File: config.mk
export PLATFORM = sky130hd
export DESIGN_NAME = rd_fram_unpack
export DESIGN_NICKNAME = d
export VERILOG_FILES = /design/src/rtl/rd_fram_pkg.sv /design/src/rtl/fram_wide_fifo.sv /design/src/rtl/rd_fram_unpack.sv
export SDC_FILE = /design/constraint.sdc
export NUM_CORES = 1
export LEC_CHECK = 0
export BUFFER_PORTS_ARGS = -buffer_cell sky130_fd_sc_hd__buf_2
export CAP_MARGIN = 20
export CORE_MARGIN = 4
export CORE_UTILIZATION = 41
export DETAILED_ROUTE_END_ITERATION = 8
export SLEW_MARGIN = 10
export SYNTH_ARGS = -nofsm -noshare
export SYNTH_HDL_FRONTEND = slang
export SYNTH_SLANG_ARGS = --single-unit
File: constraint.sdc
create_clock -name clk -period 14.76 [get_ports clk]
set_input_delay 2.952 -clock clk [delete_from_list [all_inputs] [get_ports clk]]
set_output_delay 2.952 -clock clk [all_outputs]
set_load 0.1 [all_outputs]
File: src/rtl/rd_fram_pkg.sv
// Shared sizing constants for the frame-buffer read unpacker and its wide-word FIFO.
package rd_fram_pkg;

  localparam int unsigned IN_WIDTH_DEF    = 256;
  localparam int unsigned OUT_WIDTH_DEF   = 32;
  localparam int unsigned FRAME_WORDS_DEF = 1024;
  localparam int unsigned RATIO           = IN_WIDTH_DEF / OUT_WIDTH_DEF;
  localparam int unsigned LANE_W          = $clog2(RATIO);
  localparam int unsigned LEVEL_W         = 2;
  localparam int unsigned FIFO_DEPTH      = 2;

endpackage

File: src/rtl/fram_wide_fifo.sv
// Two-entry FIFO of wide frame-buffer words; exposes occupancy and the head word.
module fram_wide_fifo
  import rd_fram_pkg::*;
#(
  parameter int unsigned WIDTH = IN_WIDTH_DEF
) (
  input  logic               clk,
  input  logic               rst_n,
  input  logic               flush,
  input  logic               push,
  input  logic [WIDTH-1:0]   push_data,
  input  logic               pop,
  output logic [LEVEL_W-1:0] level,
  output logic [WIDTH-1:0]   head
);

  logic [WIDTH-1:0]   mem [FIFO_DEPTH];
  logic               wr_ptr;
  logic               rd_ptr;
  logic [LEVEL_W-1:0] count;
  logic               do_push;
  logic               do_pop;

  // Guard against overflow/underflow even if the caller misbehaves.
  assign do_push = push && (count < LEVEL_W'(FIFO_DEPTH)) && !flush;
  assign do_pop  = pop && (count != '0) && !flush;

  always_ff @(posedge clk or negedge rst_n) begin
    if (!rst_n) begin
      wr_ptr <= 1'b0;
      rd_ptr <= 1'b0;
      count  <= '0;
    end else if (flush) begin
      wr_ptr <= 1'b0;
      rd_ptr <= 1'b0;
      count  <= '0;
    end else begin
      if (do_push) wr_ptr <= ~wr_ptr;
      if (do_pop)  rd_ptr <= ~rd_ptr;
      case ({do_push, do_pop})
        2'b10:   count <= count + LEVEL_W'(1);
        2'b01:   count <= count - LEVEL_W'(1);
        default: count <= count;
      endcase
    end
  end

  // Payload storage needs no reset; validity is tracked by count.
  always_ff @(posedge clk) begin
    if (do_push) mem[wr_ptr] <= push_data;
  end

  assign level = count;
  assign head  = mem[rd_ptr];

endmodule

File: src/rtl/rd_fram_unpack.sv
// Unpacks wide frame-buffer read words into narrow pixel words, LSB lane first,
// tracking position within the frame for last-word marking and a done pulse.
module rd_fram_unpack
  import rd_fram_pkg::*;
#(
  parameter int unsigned IN_WIDTH    = IN_WIDTH_DEF,
  parameter int unsigned OUT_WIDTH   = OUT_WIDTH_DEF,
  parameter int unsigned FRAME_WORDS = FRAME_WORDS_DEF
) (
  input  logic                 clk,
  input  logic                 rst_n,
  input  logic                 flush,
  input  logic                 in_valid,
  output logic                 in_ready,
  input  logic [IN_WIDTH-1:0]  in_data,
  output logic                 out_valid,
  input  logic                 out_ready,
  output logic [OUT_WIDTH-1:0] out_data,
  output logic                 out_last,
  output logic                 frame_done,
  output logic [1:0]           level
);

  localparam int unsigned N_LANES   = IN_WIDTH / OUT_WIDTH;
  localparam int unsigned LANE_BITS = (N_LANES > 1) ? $clog2(N_LANES) : 1;
  localparam int unsigned WCNT_W    = (FRAME_WORDS > 1) ? $clog2(FRAME_WORDS) : 1;

  logic [LEVEL_W-1:0]                fifo_level;
  logic [IN_WIDTH-1:0]               head;
  logic [N_LANES-1:0][OUT_WIDTH-1:0] head_lanes;
  logic [LANE_BITS-1:0]              lane;
  logic [WCNT_W-1:0]                 wcnt;
  logic                              rdy_en;
  logic                              push;
  logic                              pop;
  logic                              hs;
  logic                              last_lane;
  logic                              last_word;

  fram_wide_fifo #(
    .WIDTH(IN_WIDTH)
  ) u_fifo (
    .clk       (clk),
    .rst_n     (rst_n),
    .flush     (flush),
    .push      (push),
    .push_data (in_data),
    .pop       (pop),
    .level     (fifo_level),
    .head      (head)
  );

  assign head_lanes = head;

  // Holds in_ready low through reset and until the first edge after release.
  always_ff @(posedge clk or negedge rst_n) begin
    if (!rst_n) rdy_en <= 1'b0;
    else        rdy_en <= 1'b1;
  end

  assign level     = fifo_level;
  assign out_valid = (fifo_level != '0);
  assign in_ready  = rdy_en && (fifo_level < LEVEL_W'(FIFO_DEPTH)) && !flush;
  assign hs        = out_valid && out_ready && !flush;
  assign last_lane = (lane == LANE_BITS'(N_LANES - 1));
  assign last_word = (wcnt == WCNT_W'(FRAME_WORDS - 1));
  assign push      = in_valid && in_ready;
  assign pop       = hs && last_lane;

  assign out_data  = out_valid ? head_lanes[lane] : '0;
  assign out_last  = out_valid && last_word;

  // Lane and frame-position counters advance only on a narrow handshake.
  always_ff @(posedge clk or negedge rst_n) begin
    if (!rst_n) begin
      lane       <= '0;
      wcnt       <= '0;
      frame_done <= 1'b0;
    end else if (flush) begin
      lane       <= '0;
      wcnt       <= '0;
      frame_done <= 1'b0;
    end else begin
      frame_done <= hs && last_word;
      if (hs) begin
        lane <= last_lane ? '0 : lane + LANE_BITS'(1);
        wcnt <= last_word ? '0 : wcnt + WCNT_W'(1);
      end
    end
  end

endmodule

# Word level (Yosys, flattened, before mapping)
# Memory sizes are Yosys's and may differ from the RTL's.
# Index checks and enable logic that the tools add are counted.
# totals
regBits	19
mem_bits_rw	512
out_inout_bits	38
elab_cells	56
memories	1
# memory_table
memory	words	width	read_ports	rd_clocked_by_memory_dff	wr	line	rtl
u_fifo.mem	2	256	1	0	1	fram_wide_fifo.sv:17	logic [WIDTH-1:0] mem [FIFO_DEPTH];
# classes
add_sub_neg	4
magnitude_cmp	2
n_eq_ne	4
mux	18
n_bitwise	2
n_reduce_logical	18
# ops
op	n
32-bit binary-select mux with 3-bit select	1
32-bit 2-to-1 mux	2
10-bit 2-to-1 mux	3
1-bit logical AND	12
10-bit by 1-bit adder with 10-bit output (second input constant)	1
10-bit equality test (second input constant)	1
3-bit 2-to-1 mux	3
2-bit nonzero test	4
1-bit 2-to-1 mux	7
3-bit by 4-bit less-than comparator with 1-bit output (second input constant)	1
2-bit one-hot mux with 2 select lines	1
3-bit by 1-bit adder with 3-bit output (second input constant)	1
3-bit equality test (second input constant)	1
3-bit nonzero test	1
2-bit by 1-bit adder with 2-bit output (second input constant)	1
2-bit by 1-bit equality test with 1-bit output (second input constant)	1
2-bit equality test (second input constant)	1
2-bit less-than comparator (second input constant)	1
2-bit 2-to-1 mux	1
1-bit inverter	2
2-bit by 1-bit subtractor with 2-bit output (second input constant)	1
1-bit logical NOT	1

# Longest topological paths before layout
# Gate-level depths: netlist of run 1.
# depth
word_depth	9
depth_mapped	7
ltp_nobuf	6

# Modules after synthesis
# A second synthesis of run 1 with hierarchy kept.
# unflattened
cells_unflattened	1049
hier_area_um2	22489.1
# modules_own_cells
module	instances	cells_each	area_each_um2	seq_area_each_um2
fram_wide_fifo	1	818	19688.9	15474.8
rd_fram_unpack	1	231	2800.2	375.4

# Worst setup path before layout of run 1
# Ideal clock, no wire load.
# synth_timing
path_type	input to register
from	input port flush
to	memory u_fifo.mem[0][0] (netlist name) (enable)
t_arrival_ns	15.128
required_ns	13.881
path_slack_ns	-1.247
stages	3
n_path_buf	0
cell_sequence	nor3b_2 -> nand2_1 -> nor2_1
# synth_between
elab_chain_len	7
# synth_lines
item	line	rtl
start, declared	rd_fram_unpack.sv:12	input logic flush,
1-bit logical NOT (*)	fram_wide_fifo.sv:25, rd_fram_unpack.sv:63	
1-bit logical AND	rd_fram_unpack.sv:63	assign in_ready = rdy_en && (fifo_level < LEVEL_W'(FIFO_DEPTH)) && !flush;
1-bit logical AND	rd_fram_unpack.sv:67	assign push = in_valid && in_ready;
1-bit logical AND	fram_wide_fifo.sv:25	assign do_push = push && (count < LEVEL_W'(FIFO_DEPTH)) && !flush;
1-bit logical AND (*)	fram_wide_fifo.sv:25	
1-bit 2-to-1 mux (*)	fram_wide_fifo.sv:50	if (do_push) mem[wr_ptr] <= push_data;
1-bit 2-to-1 mux (implied by the code) (*)	fram_wide_fifo.sv:50	
end, declared	fram_wide_fifo.sv:17	
# Mark *: on every way between the ends. The rest lies on a longest branch, timed or not.

# Worst setup path after layout of run 1
# layout_timing
from	register u_fifo.rd_ptr
to	output port out_data[18]
# layout_between
elab_chain_len	4
# layout_lines
item	line	rtl
start, declared	fram_wide_fifo.sv:19	logic rd_ptr;
start signal, assigned	fram_wide_fifo.sv:39	if (do_pop) rd_ptr <= ~rd_ptr;
memory read 2 x 256 bit	--	
32-bit binary-select mux with 3-bit select	rd_fram_unpack.sv:70	assign out_data = out_valid ? head_lanes[lane] : '0;
32-bit 2-to-1 mux (implied by the code)	rd_fram_unpack.sv:70	
32-bit 2-to-1 mux	rd_fram_unpack.sv:70	
end, declared	rd_fram_unpack.sv:18	output logic [OUT_WIDTH-1:0] out_data,
# Every way passes these cells. The select of a mux whose other input is x is not followed.

==> reports/metrics.csv, run 1 <==
metric,value,unit
flop2flop setup slack,11.66,ns
Max Clock Skew,0.01618,ns
initial core utilization,41.57,%
Post-Route WL,49530,um
Final min period,7.472,ns
vias in the first global route,11330,
Fmax achieved,133.8,MHz
crit share post-route,50.62,%
gate count after technology mapping,1162,
proportion of layout cells with a drive suffix above 1,26.82,%
die outline width,233.8,um
CTS Sinks,531,
design area,24690,um^2
worst setup margin,7.288,ns
setup TNS,0,ns
Power Total,3.226,mW
Hold Fails Final Rpt,0,
final cell count without fillers,2193,
latest clock arrival within the worst-skew pair,0.60,ns
r2r endpoint,u_fifo.mem[0][34]$_DFFE_PP_,
core area,50270,um^2
detailed-route DRC error count,0,
Worst VDD drop,0.00009860,V
Worst R2R Path Depth,5,
worst slack at placement,7.894,ns
DR pass1 iterations,5,
first-pass GRT wire length,71020,um
Max-cap violations,0,
Num CTS Buffers,54,
post-route ant nets,0,
Worst-path clk slew,0.06,ns
Post-CTS Hold Fix Bufs,0,
CTS Buffer Depth,3,
Port Buf Inserts,298,
kind of critical path,register to output port,
TritonCTS clock tree,done,
top area cells in the synthesized netlist,"edfxtp_1, mux2i_1, a22oi_1",
worst flop-to-flop path startpoint,u_fifo.level[1]$_DFFE_PN0P_,
Synth top area share,73.56,%
total gr overflow,0,
post-layout util,49.11,%
Root Buffer,clkbuf_16,
CTS H-tree lvls,2,
synthesized flop and latch total,531,
Layout area overhead,18.12,%
initial antenna violation count,10,
I/O Pins,299,
Final Max Tran Viols,0,
DR WL/cell,22.58,um
PD cells,130.7,nW/um^2
# rows,82,
post-CTS setup buffer count,0,
Fin Hold WS,0.5397,ns
dpl hpwl,31320,um
sequential share of the synthesized area,75.84,%
Synth area leader,edfxtp_1,
RD Place Congestion,0.7918,
CP Launch Type,register,
placed cell count,2086,
die area,54650,um^2
WP data required,11.81,ns
nets,1734,
CP Max Fanout,51,
Critical Path AT,4.52,ns
Leakage Power,8.105,nW
Setup crit end,out_data[18],
Worst-Margin Slew,1.165,ns
crit path from,u_fifo.rd_ptr$_DFFE_PN0P_,
Vias per Instance,5.176,
Crit. End Element,output port,
number of vias in the routed layout,11350,
warning count from the yosys run,0,
Initial DRC Count,901,
"Cell Area, Synth",20900,um^2
Die Span Y,233.8,um
syn avg cell area,17.99,um^2
largest net degree at the start of global routing,159,
Synthesized Nets,1426,
GRT Total Usage,17.54,%
PostCTS Resize Cnt,0,
worst hold path type,register to register,
RSZ-0062 raised after global routing,false,
"Setup violations, final",0,
relative max-transition margin,22.34,%
number of library cell types mapped by synthesis,41,
status,finished clean,
DP Area,22870,um^2
## synthesized netlist by cell type, drive strengths merged
| library cell | n |
|---|---|
| a21oi | 5 |
| o21a | 1 |
| or3 | 5 |
| nor2b | 2 |
| a22oi | 128 |
| nand2 | 45 |
| and4 | 1 |
| xnor2 | 2 |
| mux2i | 256 |
| and3 | 1 |
| and2 | 2 |
| o2111ai | 1 |
| a21boi | 1 |
| conb | 1 |
| nand4 | 3 |
| nor3b | 2 |
| a211oi | 1 |
| nor2 | 15 |
| ha | 3 |
| nor3 | 2 |
| or4 | 1 |
| nand2b | 1 |
| o211ai | 1 |
| o21ai | 38 |
| buf | 58 |
| inv | 4 |
| xor2 | 3 |
| nand3 | 37 |
| clkbuf | 6 |
| dfrtp | 19 |
| a32o | 1 |
| edfxtp | 512 |
| a31oi | 3 |
| nand3b | 1 |
## metal layers
metal  GRT usage, %  up-vias  share of wire, %
met5              0        -             0.079
met4          4.605        6               2.1
met3          3.729       68               5.6
met2          27.58      293                48
met1          25.08     5703                45
li1               -     5282                 -
## logic make-up after synthesis
logic type / after synthesis / synth area share (%)
DFF: 531 / 75.84
and+or+nand+nor: 118 / 2.676
adders and majority gates: 3 / 0.1796
buffers and inverters: 68 / 2.832
AOI/OAI and AO/OA: 180 / 5.987
muxes: 256 / 12.26
other: 1 / 0.01794
xor gates and xnor gates: 5 / 0.2096
## placed cells by master, fill, tap and decap left out, drive strengths merged, types with 6 or more instances in the layout
cell and n:
nor2 15, dfrtp 19, o21ai 38, edfxtp 512, inv 6, diode 7, clkinv 17, nand3 37
a22oi 128, bufinv 8, buf 316, mux2i 256, nand2 45, clkbuf 68
## sequential cells by signal, indices dropped and copies added (netlist names)
signal         cells
wcnt              10
rdy_en             1
lane               3
u_fifo.level       2
frame_done         1
u_fifo.mem       512
u_fifo.wr_ptr      1
u_fifo.rd_ptr      1
## worst min-delay path by stage
stage	cells past startpoint	startpoint	endpoint	slack (ns)
detailed placement	1	u_fifo.wr_ptr$_DFFE_PN0P_	u_fifo.wr_ptr$_DFFE_PN0P_	0.53
finish	1	u_fifo.wr_ptr$_DFFE_PN0P_	u_fifo.wr_ptr$_DFFE_PN0P_	0.54
global placement	1	u_fifo.wr_ptr$_DFFE_PN0P_	u_fifo.wr_ptr$_DFFE_PN0P_	0.52
global route	1	u_fifo.wr_ptr$_DFFE_PN0P_	u_fifo.wr_ptr$_DFFE_PN0P_	0.59
CTS	1	u_fifo.wr_ptr$_DFFE_PN0P_	u_fifo.wr_ptr$_DFFE_PN0P_	0.54
floorplan	1	u_fifo.wr_ptr$_DFFE_PN0P_	u_fifo.wr_ptr$_DFFE_PN0P_	0.45
## final cells by class
cell class / instances / area, um^2
inverters: 4 / 15.01
multi-input cells: 563 / 4506
well taps: 672 / 840.8
flip-flops and latches: 531 / 15850
diodes: 7 / 17.52
clock inverters: 32 / 367.9
repair buffers: 316 / 1652
clock buffers: 68 / 1435
fillers: 4284 / 25590
## power breakdown
part           leakage, nW  switching, mW  internal, mW
clock                0.865          0.556         0.827
sequential            4.91        0.00752          1.69
combinational         2.33          0.102        0.0445
## critical path: stages (launching register included)
cell,delay (ns)
dfrtp_4,0.87
buf_4,0.76
buf_4,0.82
mux2i_1,0.18
a22oi_1,0.21
nand2_1,0.22
o21ai_1,0.29
buf_2,0.48
Power figures use the tool's default switching activity.
==> run 2: changes to the inputs <==
- clock period: 14.76 -> 6 ns (I/O delays scaled with it)
==> reports/metrics.csv, run 2 (synthesized netlist as in run 1, its figures left out) <==
metric,value,unit,change
# rows,82,,unchanged
RSZ-0062 raised after global routing,false,,unchanged
vias in the first global route,11790,,was 11330
Fmax achieved,221.4,MHz,
CTS H-tree lvls,2,,unchanged
Root Buffer,clkbuf_16,,unchanged
hold depth,1,,unchanged
Die Span Y,233.8,um,unchanged
core area,50270,um^2,unchanged
CTS Buffer Depth,3,,unchanged
r2r endpoint,u_fifo.mem[0][206]$_DFFE_PP_,,was u_fifo.mem[0][34]$_DFFE_PP_
PostCTS Resize Cnt,0,,unchanged
RD Place Congestion,0.7861,,was 0.7918
Setup crit end,out_data[2],,was out_data[18]
nets,1737,,was 1734
WP data required,4.80,ns,was 11.81 ns
Layout area overhead,18.21,%,was 18.12%
Top reg by flops,u_fifo.mem,,unchanged
Worst VDD drop,0.0001988,V,was 0.00009860 V
die area,54650,um^2,unchanged
initial core utilization,41.57,%,unchanged
Worst path max stage delay,0.79,ns,was 0.87 ns
status,finished clean,,unchanged
Vias per Instance,5.239,,was 5.176
Initial DRC Count,768,,was 901
latest clock arrival within the worst-skew pair,0.59,ns,was 0.60 ns
largest net degree at the start of global routing,159,,unchanged
final cell count without fillers,2193,,unchanged
initial antenna violation count,22,,was 10
"Setup violations, final",0,,unchanged
post-layout util,49.14,%,was 49.11%
number of vias in the routed layout,11490,,was 11350
"most common cell after layout, fill and taps aside",edfxtp_1,,unchanged
Worst R2R Path Depth,4,,was 5
flop2flop setup slack,3.66,ns,was 11.66 ns
post-CTS setup buffer count,0,,unchanged
Critical Path AT,3.32,ns,was 4.52 ns
PD cells,312.6,nW/um^2,was 130.7 nW/um^2
DR pass1 iterations,4,,was 5
Num CTS Buffers,55,,was 54
first-pass GRT wire length,74540,um,was 71020 um
"commonest cells after routing, fill and taps aside","edfxtp_1, buf_2, mux2i_1",,unchanged
total gr overflow,0,,unchanged
Post-Route WL,51660,um,was 49530 um
Worst-Margin Slew,1.135,ns,was 1.165 ns
DR WL/cell,23.56,um,was 22.58 um
Port Buf Inserts,298,,unchanged
worst hold path type,register to register,,unchanged
relative max-transition margin,24.34,%,was 22.34%
Leakage Power,8.092,nW,was 8.105 nW
crit share post-route,75.29,%,
dpl hpwl,33190,um,was 31320 um
"Buf+Inv Stages, Crit Path",2,,was 3
biggest regs,"u_fifo.mem x512, wcnt x10, lane x3",,unchanged
worst flop-to-flop path startpoint,u_fifo.level[1]$_DFFE_PN0P_,,unchanged
Crit. End Element,output port,,unchanged
"delay-heaviest family, CP",buffers and inverters,,unchanged
Worst-path clk slew,0.06,ns,about the same
die outline width,233.8,um,unchanged
Final Max Tran Viols,0,,unchanged
placed cell count,2088,,was 2086
Max-cap violations,0,,unchanged
detailed-route DRC error count,0,,unchanged
worst-path cell chain,buf_4 > mux2i_1 > a22oi_1 > nand2_1 > o21ai_1 > buf_2,,was buf_4 > buf_4 > mux2i_1 > a22oi_1 > nand2_1 > o21ai_1 > buf_2
TritonCTS clock tree,done,,unchanged
Hold Fails Final Rpt,0,,unchanged
setup TNS,0,ns,unchanged
Post-CTS Hold Fix Bufs,0,,unchanged
Max Clock Skew,0.01198,ns,was 0.01618 ns
critical path depth,6,,was 7
design area,24700,um^2,was 24690 um^2
I/O Pins,299,,unchanged
GRT Total Usage,18.43,%,was 17.54%
worst slack at placement,2.099,ns,was 7.894 ns
CTS Sinks,531,,unchanged
kind of critical path,register to output port,,unchanged
proportion of layout cells with a drive suffix above 1,26.49,%,was 26.82%
max reg flops,512,,unchanged
Slowest cell on crit path,dfrtp_4,,unchanged
post-route ant nets,0,,unchanged
CP Max Fanout,35,,was 51
Final min period,4.517,ns,
CP Launch Type,register,,unchanged
worst setup margin,1.483,ns,was 7.288 ns
crit path from,u_fifo.rd_ptr$_DFFE_PN0P_,,unchanged
DP Area,23010,um^2,was 22870 um^2
## run 2: changes by cell type in the layout (fill, tap and decap cells not counted), sizes merged
| cell | delta |
|---|---|
| buf | +2 |
| bufinv | -7 |
| clkbuf | +12 |
| clkinv | -2 |
| clkinvlp | -4 |
| inv | -1 |
## run 2: report_power, final
part	switching, mW	total (mW)	internal, mW	leakage (nW)
clock network	1.35	3.18	1.84	0.814
logic	0.253	0.367	0.114	2.37
registers	0.0190	4.17	4.15	4.91
total	1.62	7.72	6.10	8.09
## run 2: cell type report
type,instances,area (um^2)
antenna,7,17.52
clock buffer,80,1563
clock inverter,18,118.9
fill,4312,25570
inverter,4,15.01
multi-input combinational,563,4517
sequential,531,15850
tap,672,840.8
timing repair buffer,318,1779
## run 2: worst reg2reg max path, stage by stage (launching register included)
cell and delay, ns:
dfrtp_1 0.49, nor3b_4 0.25, nand2_2 0.14, nor2_4 0.19
buf_12 0.51
## run 2: through the flow
step                      hold slack (ns)  power, mW
after CTS                          0.5353      7.809
after global placement             0.5210      4.607
after global routing               0.5487      7.991
final                              0.5346      7.722
after floorplan                    0.5031      4.431
after detailed placement           0.5246      4.621
## run 2: how the worst min path moves through the flow
stage                                    from  slack (ns)                   endpoint
floorplan                 wcnt[8]$_DFFE_PN0P_        0.50        wcnt[8]$_DFFE_PN0P_
global placement    u_fifo.wr_ptr$_DFFE_PN0P_        0.52  u_fifo.wr_ptr$_DFFE_PN0P_
detailed placement  u_fifo.wr_ptr$_DFFE_PN0P_        0.52  u_fifo.wr_ptr$_DFFE_PN0P_
CTS                                     rst_n        0.54        lane[2]$_DFFE_PN0P_
global route        u_fifo.wr_ptr$_DFFE_PN0P_        0.55  u_fifo.wr_ptr$_DFFE_PN0P_
finish              u_fifo.wr_ptr$_DFFE_PN0P_        0.53  u_fifo.wr_ptr$_DFFE_PN0P_
## run 2: routing by layer
layer | up-vias | share of wire (%) | global-route usage [%]
li1 | 5291 | - | -
met1 | 5766 | 44 | 25.60
met2 | 312 | 47 | 28.56
met3 | 99 | 6.8 | 5.357
met4 | 22 | 2.4 | 5.217
met5 | - | 0.27 | 0
